$ cat src/rtl/stopwatch_counter.sv
`default_nettype none
// ============================================================================
// Module      : stopwatch_counter
// Description : MM:SS BCD time-keeping core with run/pause and adjust modes.
//               Counts rising edges of the 1 Hz tick, steps the selected field
//               on the adjust tick, and drives registered per-field blank flags
//               for the display driver.
// Revision    : 1.0 - initial release
// ============================================================================
module stopwatch_counter #(
    parameter int MAX_MIN = 59,
    parameter int MAX_SEC = 59
) (
    input  logic       clk,
    input  logic       rst,
    input  logic       onehz_clk,
    input  logic       twohz_clk,
    input  logic       blink_clk,
    input  logic       pause_p,
    input  logic       adj,
    input  logic       sel,
    output logic [3:0] min_tens,
    output logic [3:0] min_ones,
    output logic [3:0] sec_tens,
    output logic [3:0] sec_ones,
    output logic       paused,
    output logic       blank_min,
    output logic       blank_sec
);

    localparam logic [1:0] c_st_run    = 2'd0;
    localparam logic [1:0] c_st_pause  = 2'd1;
    localparam logic [1:0] c_st_adjust = 2'd2;

    localparam logic [3:0] c_min_tens_max = 4'(MAX_MIN / 10);
    localparam logic [3:0] c_min_ones_max = 4'(MAX_MIN % 10);
    localparam logic [3:0] c_sec_tens_max = 4'(MAX_SEC / 10);
    localparam logic [3:0] c_sec_ones_max = 4'(MAX_SEC % 10);

    logic [1:0] r_state;
    logic       r_paused;
    logic       r_prev1;
    logic       r_prev2;
    logic [3:0] r_min_tens, r_min_ones, r_sec_tens, r_sec_ones;
    logic       r_blank_min, r_blank_sec;

    logic       w_tick1, w_tick2;
    logic [1:0] w_next_state;
    logic       w_next_paused;
    logic       w_run_tick;
    logic       w_adj_tick;
    logic       w_sec_at_max;
    logic [7:0] w_sec_inc, w_min_inc;

    // Increment a two-digit BCD field, wrapping from its maximum to 00.
    function automatic logic [7:0] bcd_inc(input logic [3:0] tens, input logic [3:0] ones,
                                           input logic [3:0] max_tens, input logic [3:0] max_ones);
        if (tens == max_tens && ones == max_ones)
            return 8'h00;
        else if (ones == 4'd9)
            return {tens + 4'd1, 4'd0};
        else
            return {tens, ones + 4'd1};
    endfunction

    // A tick is a genuine 0->1 transition seen against the previous sample.
    assign w_tick1 = onehz_clk & ~r_prev1;
    assign w_tick2 = twohz_clk & ~r_prev2;

    assign w_sec_inc    = bcd_inc(r_sec_tens, r_sec_ones, c_sec_tens_max, c_sec_ones_max);
    assign w_min_inc    = bcd_inc(r_min_tens, r_min_ones, c_min_tens_max, c_min_ones_max);
    assign w_sec_at_max = (r_sec_tens == c_sec_tens_max) && (r_sec_ones == c_sec_ones_max);

    // Mode transitions and which tick (if any) is honoured this cycle.
    always_comb begin
        w_next_state  = r_state;
        w_next_paused = r_paused;
        w_run_tick    = 1'b0;
        w_adj_tick    = 1'b0;
        case (r_state)
            c_st_run: begin
                if (adj) begin
                    // Entering adjust drops the count tick but keeps an adjust tick.
                    w_next_state  = c_st_adjust;
                    w_next_paused = r_paused ^ pause_p;
                    w_adj_tick    = w_tick2;
                end else if (pause_p) begin
                    // Tick arriving with the pause pulse still counts.
                    w_next_state  = c_st_pause;
                    w_next_paused = 1'b1;
                    w_run_tick    = w_tick1;
                end else begin
                    w_run_tick    = w_tick1;
                end
            end
            c_st_pause: begin
                if (adj) begin
                    w_next_state  = c_st_adjust;
                    w_next_paused = r_paused ^ pause_p;
                    w_adj_tick    = w_tick2;
                end else if (pause_p) begin
                    w_next_state  = c_st_run;
                    w_next_paused = 1'b0;
                end
            end
            c_st_adjust: begin
                // Pause pulses only flip the remembered run/pause choice here.
                w_next_paused = r_paused ^ pause_p;
                if (!adj) begin
                    w_next_state = w_next_paused ? c_st_pause : c_st_run;
                    w_run_tick   = w_tick1 & ~w_next_paused;
                end else begin
                    w_adj_tick   = w_tick2;
                end
            end
            default: begin
                w_next_state  = c_st_run;
                w_next_paused = 1'b0;
            end
        endcase
    end

    // State, edge-detect history and the paused flag.
    always_ff @(posedge clk or posedge rst) begin
        if (rst) begin
            r_state  <= c_st_run;
            r_paused <= 1'b0;
            r_prev1  <= 1'b1;
            r_prev2  <= 1'b1;
        end else begin
            r_state  <= w_next_state;
            r_paused <= w_next_paused;
            r_prev1  <= onehz_clk;
            r_prev2  <= twohz_clk;
        end
    end

    // Digit update: carrying run count, or non-carrying single-field adjust.
    always_ff @(posedge clk or posedge rst) begin
        if (rst) begin
            r_min_tens <= 4'd0;
            r_min_ones <= 4'd0;
            r_sec_tens <= 4'd0;
            r_sec_ones <= 4'd0;
        end else if (w_run_tick) begin
            {r_sec_tens, r_sec_ones} <= w_sec_inc;
            if (w_sec_at_max)
                {r_min_tens, r_min_ones} <= w_min_inc;
        end else if (w_adj_tick) begin
            if (sel)
                {r_sec_tens, r_sec_ones} <= w_sec_inc;
            else
                {r_min_tens, r_min_ones} <= w_min_inc;
        end
    end

    // Blink the field under adjustment; one cycle behind blink/sel/state.
    always_ff @(posedge clk or posedge rst) begin
        if (rst) begin
            r_blank_min <= 1'b0;
            r_blank_sec <= 1'b0;
        end else begin
            r_blank_min <= (r_state == c_st_adjust) & ~sel & blink_clk;
            r_blank_sec <= (r_state == c_st_adjust) &  sel & blink_clk;
        end
    end

    assign min_tens  = r_min_tens;
    assign min_ones  = r_min_ones;
    assign sec_tens  = r_sec_tens;
    assign sec_ones  = r_sec_ones;
    assign paused    = r_paused;
    assign blank_min = r_blank_min;
    assign blank_sec = r_blank_sec;

endmodule
`default_nettype wire

$ cat config.mk
export PLATFORM = sky130hd
export DESIGN_NAME = stopwatch_counter
export DESIGN_NICKNAME = d
export VERILOG_FILES = /design/src/rtl/stopwatch_counter.sv
export SDC_FILE = /design/constraint.sdc
export NUM_CORES = 1
export LEC_CHECK = 0
export CORE_UTILIZATION = 27
export DETAILED_ROUTE_END_ITERATION = 12
export PLACE_DENSITY_LB_ADDON = 0.12
export SETUP_SLACK_MARGIN = 0.15
export SLEW_MARGIN = 20
export SYNTH_ARGS = -nofsm -noshare
export SYNTH_HDL_FRONTEND = slang
export SYNTH_SLANG_ARGS = --single-unit
$ cat constraint.sdc
create_clock -name clk -period 2.19 [get_ports clk]
set_input_delay 0.657 -clock clk [delete_from_list [all_inputs] [get_ports clk]]
set_output_delay 0.657 -clock clk [all_outputs]
set_load 0.02 [all_outputs]
# == Word level (Yosys, flattened, before mapping) ==
# Index checks and enable logic that the tools add are counted.
# classes
n_addsub,4
n_mul,0
n_div,0
magnitude_cmp,0
n_eq_ne,11
n_shift,0
muxes,35
bitwise_logic,12
n_reduce_logical,10
# op_table
operator,n
$mux 4,14
$mux 8,4
$add 4x1->4 const B,4
$mux 2,5
$mux 1,9
$eq 4x3->1 const B,2
$eq 4x4->1 const B,2
$and 1x1->1,7
$ne 3x3->1 const B,2
$pmux 2 s3,1
$reduce_and 3->1,2
$ne 2x1->1 const B,2
$not 1->1,4
$reduce_and 2->1,2
$reduce_bool 2->1,2
$pmux 1 s3,1
$reduce_or 3->1,1
$eq 2x1->1 const B,1
$eq 2x2->1 const B,1
$logic_and 1x1->1,2
$logic_not 2->1,1
$ne 2x2->1 const B,1
$pmux 1 s2,1
$xor 1x1->1,1
# totals
ff_bits,23
latch_bits,0
ram_bits,0
romBits,0
in_bits,8
out_inout_bits,19
word_cells,82
n_memories,0

# == Logic depth before layout (Yosys ltp) ==
# Gate-level depths: netlist (run 1).
# depth
word_depth,7
depth_mapped,7
depth_no_buf,7

# == Worst setup path before layout (run 1) ==
# No wires, ideal clock.
# synth_path
path_type,input -> register
start,in adj
end,"reg r_min_tens[3], in the netlist min_tens[3]"
setup_time_ns,0.066
arrival_time_ns,2.180
required_time_ns,2.124
path_slack_ns,-0.056
path_stages,5
path_buffers,0
cell_sequence,or4b_4 a2111oi_4 o2111ai_4 or4_1 nand2_1
# synth_via
elab_chain_cells,4
elab_cells_between_ends,10
classes_between,2 x eq/ne; 6 x mux; 2 x reduce/logical
# synth_rtl
element,line_no,text
from (decl),20,"input logic adj,"
$mux 1 (on tied branches),"109, 82, 97",
$pmux 1 s2 / $mux 1 (equally long branches),n/a,
$ne 2x1->1 (no source line) / $reduce_bool 2->1 (equally long branches),n/a,
$reduce_and 3->1 (no source line),n/a,
to (signal assigned),148,"{r_min_tens, r_min_ones} <= w_min_inc;"
to (signal assigned),153,"{r_min_tens, r_min_ones} <= w_min_inc;"
to (decl),44,"logic [3:0] r_min_tens, r_min_ones, r_sec_tens, r_sec_ones;"
# Parallel ways exist; a longest one is shown, timed or not.
# A chain may end at the register's enable or synchronous reset.

# == Worst setup path in the final report (run 1) ==
# layout_path
start,"reg r_sec_tens[1], in the netlist sec_tens[1]"
end,out sec_tens[1]
# layout_rtl
element,line_no,text
from (decl),44,
from (signal assigned),146,"{r_sec_tens, r_sec_ones} <= w_sec_inc;"
from (signal assigned),151,"{r_sec_tens, r_sec_ones} <= w_sec_inc;"
to (decl),24,"output logic [3:0] sec_tens,"
# No word-level cell between the ends.

==> run metrics, run 1 <==
post-synth top area share between 40% and 50%; status finished clean; vias per inst around 4.6; Iter 0 DRT Violations 10; Slew HR 74.9%; # DRC 0; Mapped Avg Cell Area between 10 and 15 µm²; Max Cap Viol 0; Comb power frac 45.7%; Sw Ratio 40.3%; IO Port Bufs 26; share of layout cells above drive strength 1 a little under a quarter; DP Wirelength between 1500 and 2000 µm; Hold WC Path Type flip-flop to flip-flop; Placer Congestion 0.721; Clock Tree Root clkbuf_8; Fin. Hold Viols 0; Core Area 4350 µm²; WL/cell 12.2 µm; die area ~4800 µm²; DRT Wirelength ~2600 µm; most common cell in the netlist dfrtp_1; DIE WIDTH 69.2 µm; CTS tree yes; final core occ approximately two fifths; Clk pwr share 15.0%; Reg2Reg Launch Point r_state[0]$_DFFE_PP0P_; arrival time worst endpoint around 1.4 ns; power per cell area around 1100 nW/µm²; Seq/Total Area, Yosys 47.4%; slowest CP cell clkdlybuf4s50_1; RSZ-0062 raised after global routing true; cell row count 24; max-slew violations 0; number of library cell types mapped by synthesis 34; Synth area leader dfrtp_1; DRT Pass-1 Iters 3; switching pwr between 0.0007 and 0.0008 W; min Tclk post-route about 2 ns; CTS Buf Count 3; Die Y 69.2 µm; Peak Freq a little under 500 MHz; Vias a little under 1k; Hold Crit Depth 1; post-layout net count 177; final period utilization 92.4%; setup tns final 0 ns; n_diodes 0; Num Clock Sinks 23; Static Leakage between 0.8 and 0.9 nW; Gate Count Post-Synth between 100 and 150; # IOs 27; grt ovf 0; Crit. End Element output port; initial core utilization 28.0%; Layout Cells excl Fill approximately 210; count of warnings emitted by yosys 0; Reg clk slew, reported paths 0.09 ns; final setup fails 0; crit path max fanout 3; worst skew pair latency around 0.27 ns; Synth area leaders dfrtp_1 (43%), ha_1 (6.2%), o21ai_0 (4.9%); WHS roughly 0.48 ns; Slew @ Worst Pin 0.376 ns; Worst VDD drop approximately 0.63 mV; Setup CP Type flip-flop to output port; Synth Net Count 133; CP required 1.53 ns; first-pass GRT wire length roughly 4400 µm; Total GRT Usage between 10 and 15%; Placed Instances 206; Setup crit start kind flip-flop; Post-synth ARST share 100%; Cell Area, Synth 1220 µm²; Worst Skew 0.00468 ns; hold path start r_state[1]$_DFFE_PP0P_; clock buffer depth 2; Critical Path Max Stage Delay 0.59 ns; Internal Power between 0.001 and 0.0015 W; design area around 1700 µm²; crit path cell chain buf_4 > clkdlybuf4s50_1; Hold Path End r_state[1]$_DFFE_PP0P_; Worst Reg-to-Reg Cells 6; R2R Path End min_tens[2]$_DFFE_PP0P_; ys flop type dfrtp_1; number of flops mapped to enable cells by yosys 0; Area growth syn-to-layout 41.2%; top post-synthesis cells by count dfrtp_1 (21), nand2_1 (14), nor2_1 (12), o21ai_0 (12), inv_1 (9); dpl cell area about 1600 µm²; R2R setup slack 0.24 ns; Yosys reg bits 23; H-tree depth 1; final antenna-violating net count 0; largest net degree at the start of global routing 24; Reg power frac about two fifths; vias in the first global route 972; cts hold-fix bufs 0; antenna violations before repair 0
## critical path, delay by kind of cell (launching register included)
kind,cells,cell delay [ns]
buffers and inverters,2,0.71
DFF,1,0.39
## state kept, by name (all words and copies together) (netlist names)
name	flops
blank_sec	1
sec_tens	4
paused	1
sec_ones	4
r_state	2
min_ones	4
min_tens	4
blank_min	1
r_prev1	1
r_prev2	1
## what timing repair did
item                                    CTS  global route
setup buffers                             1             3
pin swaps                                 4             2
endpoints found under the setup margin   16            15
resized for setup                        14            11
cloned                                    0             0
## power groups by stage
stage	clock (W)	sequential, W	combinational [W]
5_1_grt	0.000301	0.000743	0.000917
4_1_cts	0.000288	0.000719	0.000813
2_1_floorplan	0	0.000841	0.000324
3_5_place_dp	0	0.000720	0.000806
3_3_place_gp	0	0.000715	0.000787
6_report	0.000271	0.000713	0.000827
## metal layers
| metal | vias to the layer above | part of all wire [%] | global-route usage [%] |
|---|---|---|---|
| met2 | 16 | 49 | 20.1 |
| met1 | 460 | 47 | 13.9 |
| met5 | - | 0 | 0 |
| met4 | 0 | 0.81 | 2.72 |
| met3 | 5 | 3.2 | 3.34 |
| li1 | 502 | - | - |
## cell type report
class                           count  area, µm²
Tap cell                           52       65.1
Clock buffer                        3       41.3
Multi-Input combinational cell     86        621
Inverter                            9       33.8
Sequential cell                    23        578
Clock inverter                      1       5.00
Fill cell                         419       2630
Timing Repair Buffer               40        377
## cells in the final DEF, fill, tap and decap left out, types with 2 or more instances in the layout
master            n
clkdlybuf4s50_1  15
nor3_1            3
dfrtp_1          21
xnor2_1           2
dlygate4sd2_1     2
inv_1             8
ha_1              4
clkbuf_8          3
nor2_1           12
xor2_1            2
nand3b_1          2
a21oi_1           4
a21o_2            2
nand2_1          14
buf_4            14
dlymetal6s2s_1    7
mux2_2            4
o21ai_0          11
ha_2              2
nand3_1           4
dfstp_2           2
## how the worst max path moves through the flow
stage / start / cells after the start / slack, ns / to
after global routing: sec_ones[1]$_DFFE_PP0P_ / 8 / 0.11 / min_tens[0]$_DFFE_PP0P_
after CTS: adj / 6 / 0.12 / min_tens[3]$_DFFE_PP0P_
after global placement: adj / 6 / -0.48 / min_tens[3]$_DFFE_PP0P_
final: sec_tens[1]$_DFFE_PP0P_ / 2 / 0.17 / sec_tens[1]
after floorplan: adj / 5 / -0.06 / min_tens[3]$_DFFE_PP0P_
after detailed placement: onehz_clk / 6 / -0.51 / min_tens[3]$_DFFE_PP0P_
## stage by stage
stage                     power (W)  setup slack (ns)
after floorplan             0.00116           -0.0558
after global placement      0.00150            -0.481
after detailed placement    0.00153            -0.506
after CTS                   0.00182             0.118
after global routing        0.00196             0.113
final                       0.00181             0.167
## logic make-up (layout without fill, tap and decap cells)
logic type / count (synthesis) / count (layout) / synth area share (%)
XOR/XNOR: 5 / 5 / 3.59
flip-flops: 23 / 23 / 47.4
buffers and inverters: 10 / 53 / 3.70
AO/OA/AOI/OAI: 26 / 26 / 16.4
multiplexers: 4 / 4 / 3.70
adder cells (fa/ha/maj): 6 / 6 / 6.16
AND/OR/NAND/NOR: 45 / 45 / 19.0
(Power assumes the default switching activity.)
==> inputs of run 2 (changes only) <==
==> constraint.sdc (replaced) <==
create_clock -name clk -period 1.82 [get_ports clk]
set_input_delay 0.546 -clock clk [delete_from_list [all_inputs] [get_ports clk]]
set_output_delay 0.546 -clock clk [all_outputs]
set_load 0.02 [all_outputs]
==> run 2 against run 1 <==
  * The run now ends with setup timing left
  * Count of clock-buffer cells in the layout unchanged
  * Clock skew increased by 0.00053 ns
  * Die area unchanged
  * Final cell count increased by 6.1%
  * Combinational power increased by 35%
  * Sequential power increased by 17%
  * First-iteration DRC count increased by 130%
  * Via count increased by 6.9%
  * Critical path depth increased by 4
==> run metrics, run 2 (same netlist as run 1, synthesis figures left out) <==
status complete, but fails checks; failing checks setup timing; Worst VDD drop ~0.54 mV; n_diodes 0; Iter 0 DRT Violations 23; initial core utilization between 20% and 30%; slowest CP cell or4b_4; Die Y between 60 and 70 µm; Worst Skew ~0.0052 ns; Static Leakage approximately 0.87 nW; WL/cell between 10 and 15 µm; worst setup margin -0.128 ns; most frequent cells in the layout buf_4 (25), dfrtp_1 (20), nand2_1 (14); Reg2Reg Launch Point r_state[0]$_DFFE_PP0P_; clock buffer depth 2; Area growth syn-to-layout 50.5%; arrival time worst endpoint 2.10 ns; # IOs 27; antenna violations before repair 0; final core occ between 40% and 50%; Core Area roughly 4400 µm²; share of layout cells above drive strength 1 a little under two fifths; DP Wirelength slightly below 2000 µm; final period utilization 107%; Worst Reg-to-Reg Cells 5; Setup crit start adj; first-pass GRT wire length 4780 µm; R2R Path End sec_tens[3]$_DFFE_PP0P_; DIE WIDTH about 69 µm; Hold Crit Depth 1; CTS Buf Count 3; max-slew violations 0; Slew HR 76.2%; crit path max fanout 6; R2R setup slack -0.10 ns; worst skew pair latency 0.26 ns; Total GRT Usage between 10% and 20%; vias per inst roughly 4.6; vias in the first global route 1,074; Hold WC Path Type input port to flip-flop; WP buf/inv 1; Peak Freq a little over 500 MHz; min Tclk post-route approximately 1.9 ns; Fin. Hold Viols 0; grt ovf 0; Setup crit start kind input port; pre-CTS setup slack -0.775 ns; DRT Wirelength around 2800 µm; cell row count 24; die area 4790 µm²; crit-path leading delay family simple AND/OR/NAND/NOR gates; setup tns final -0.659 ns; H-tree depth 1; CTS tree yes; Clock Tree Root clkbuf_8; final setup fails 9; hold path start onehz_clk; Max Cap Viol 0; IO Port Bufs 26; Critical Path Max Stage Delay between 0.5 and 0.6 ns; cts hold-fix bufs 0; power per cell area about 1200 nW/µm²; CP required just under 2 ns; post-layout net count between 150 and 200; RSZ-0062 raised after global routing true; Slew @ Worst Pin about 0.36 ns; Num Clock Sinks 23; commonest non-fill, non-tap cell in the layout buf_4; fill cell count 434; Reg clk slew, reported paths about 0.090 ns; Vias roughly 1.1k; largest net degree at the start of global routing 24; WHS between 0.3 and 0.4 ns; Hold Path End r_prev1$_DFF_PP1_; Setup CP Type input port to flip-flop; Placer Congestion 0.749; Crit. End Element flip-flop; # DRC 0; DRT Pass-1 Iters 6; crit path cell chain buf_6 > or4b_4 > a21o_2 > a21oi_4 > nand4_1 > mux2_4; final antenna-violating net count 0
-- run 2: repair_timing --
item                       4_1_cts  5_1_grt
setup buffers                    2        5
setup endpoints to repair       35       27
gates resized for setup         41       30
pin swaps                        9       10
-- run 2: worst max-delay path by stage --
stage / end / slack (ns) / cells after the start
floorplan: min_tens[3]$_DFFE_PP0P_ / -0.31 / 5
global placement: min_tens[3]$_DFFE_PP0P_ / -0.74 / 6
detailed placement: sec_tens[3]$_DFFE_PP0P_ / -0.78 / 7
CTS: min_tens[3]$_DFFE_PP0P_ / -0.20 / 5
global route: min_tens[3]$_DFFE_PP0P_ / -0.20 / 5
finish: sec_tens[3]$_DFFE_PP0P_ / -0.13 / 6
-- run 2: metrics by stage --
step	instances	instance area, µm²	power (W)
after global routing	227	1830	0.00247
after floorplan	119	1230	0.00140
after global placement	216	1690	0.00192
after detailed placement	216	1690	0.00194
after CTS	222	1760	0.00222
final	227	1830	0.00227
-- run 2: where the power goes --
part           switching, W  internal (W)
registers          0.000170      0.000666
logic              0.000604      0.000514
clock network      0.000167      0.000153
-- run 2: metal layers --
metal | wire length (µm) | vias up | track usage [%]
met4 | 24 | 0 | 4.08
met2 | 1390 | 19 | 19.8
met3 | 117 | 2 | 3.63
met1 | 1260 | 504 | 15.8
met5 | 0 | - | 0
li1 | - | 526 | -
-- run 2: final cells by class --
| type | instances | area, µm² | area share, % |
|---|---|---|---|
| clock inverters | 1 | 5.00 | 0.273 |
| well taps | 52 | 65.1 | 3.55 |
| inverters | 9 | 33.8 | 1.84 |
| clock buffers | 3 | 41.3 | 2.25 |
| repair buffers | 53 | 430 | 23.5 |
| flip-flops and latches | 23 | 579 | 31.6 |
| multi-input cells | 86 | 679 | 37.0 |
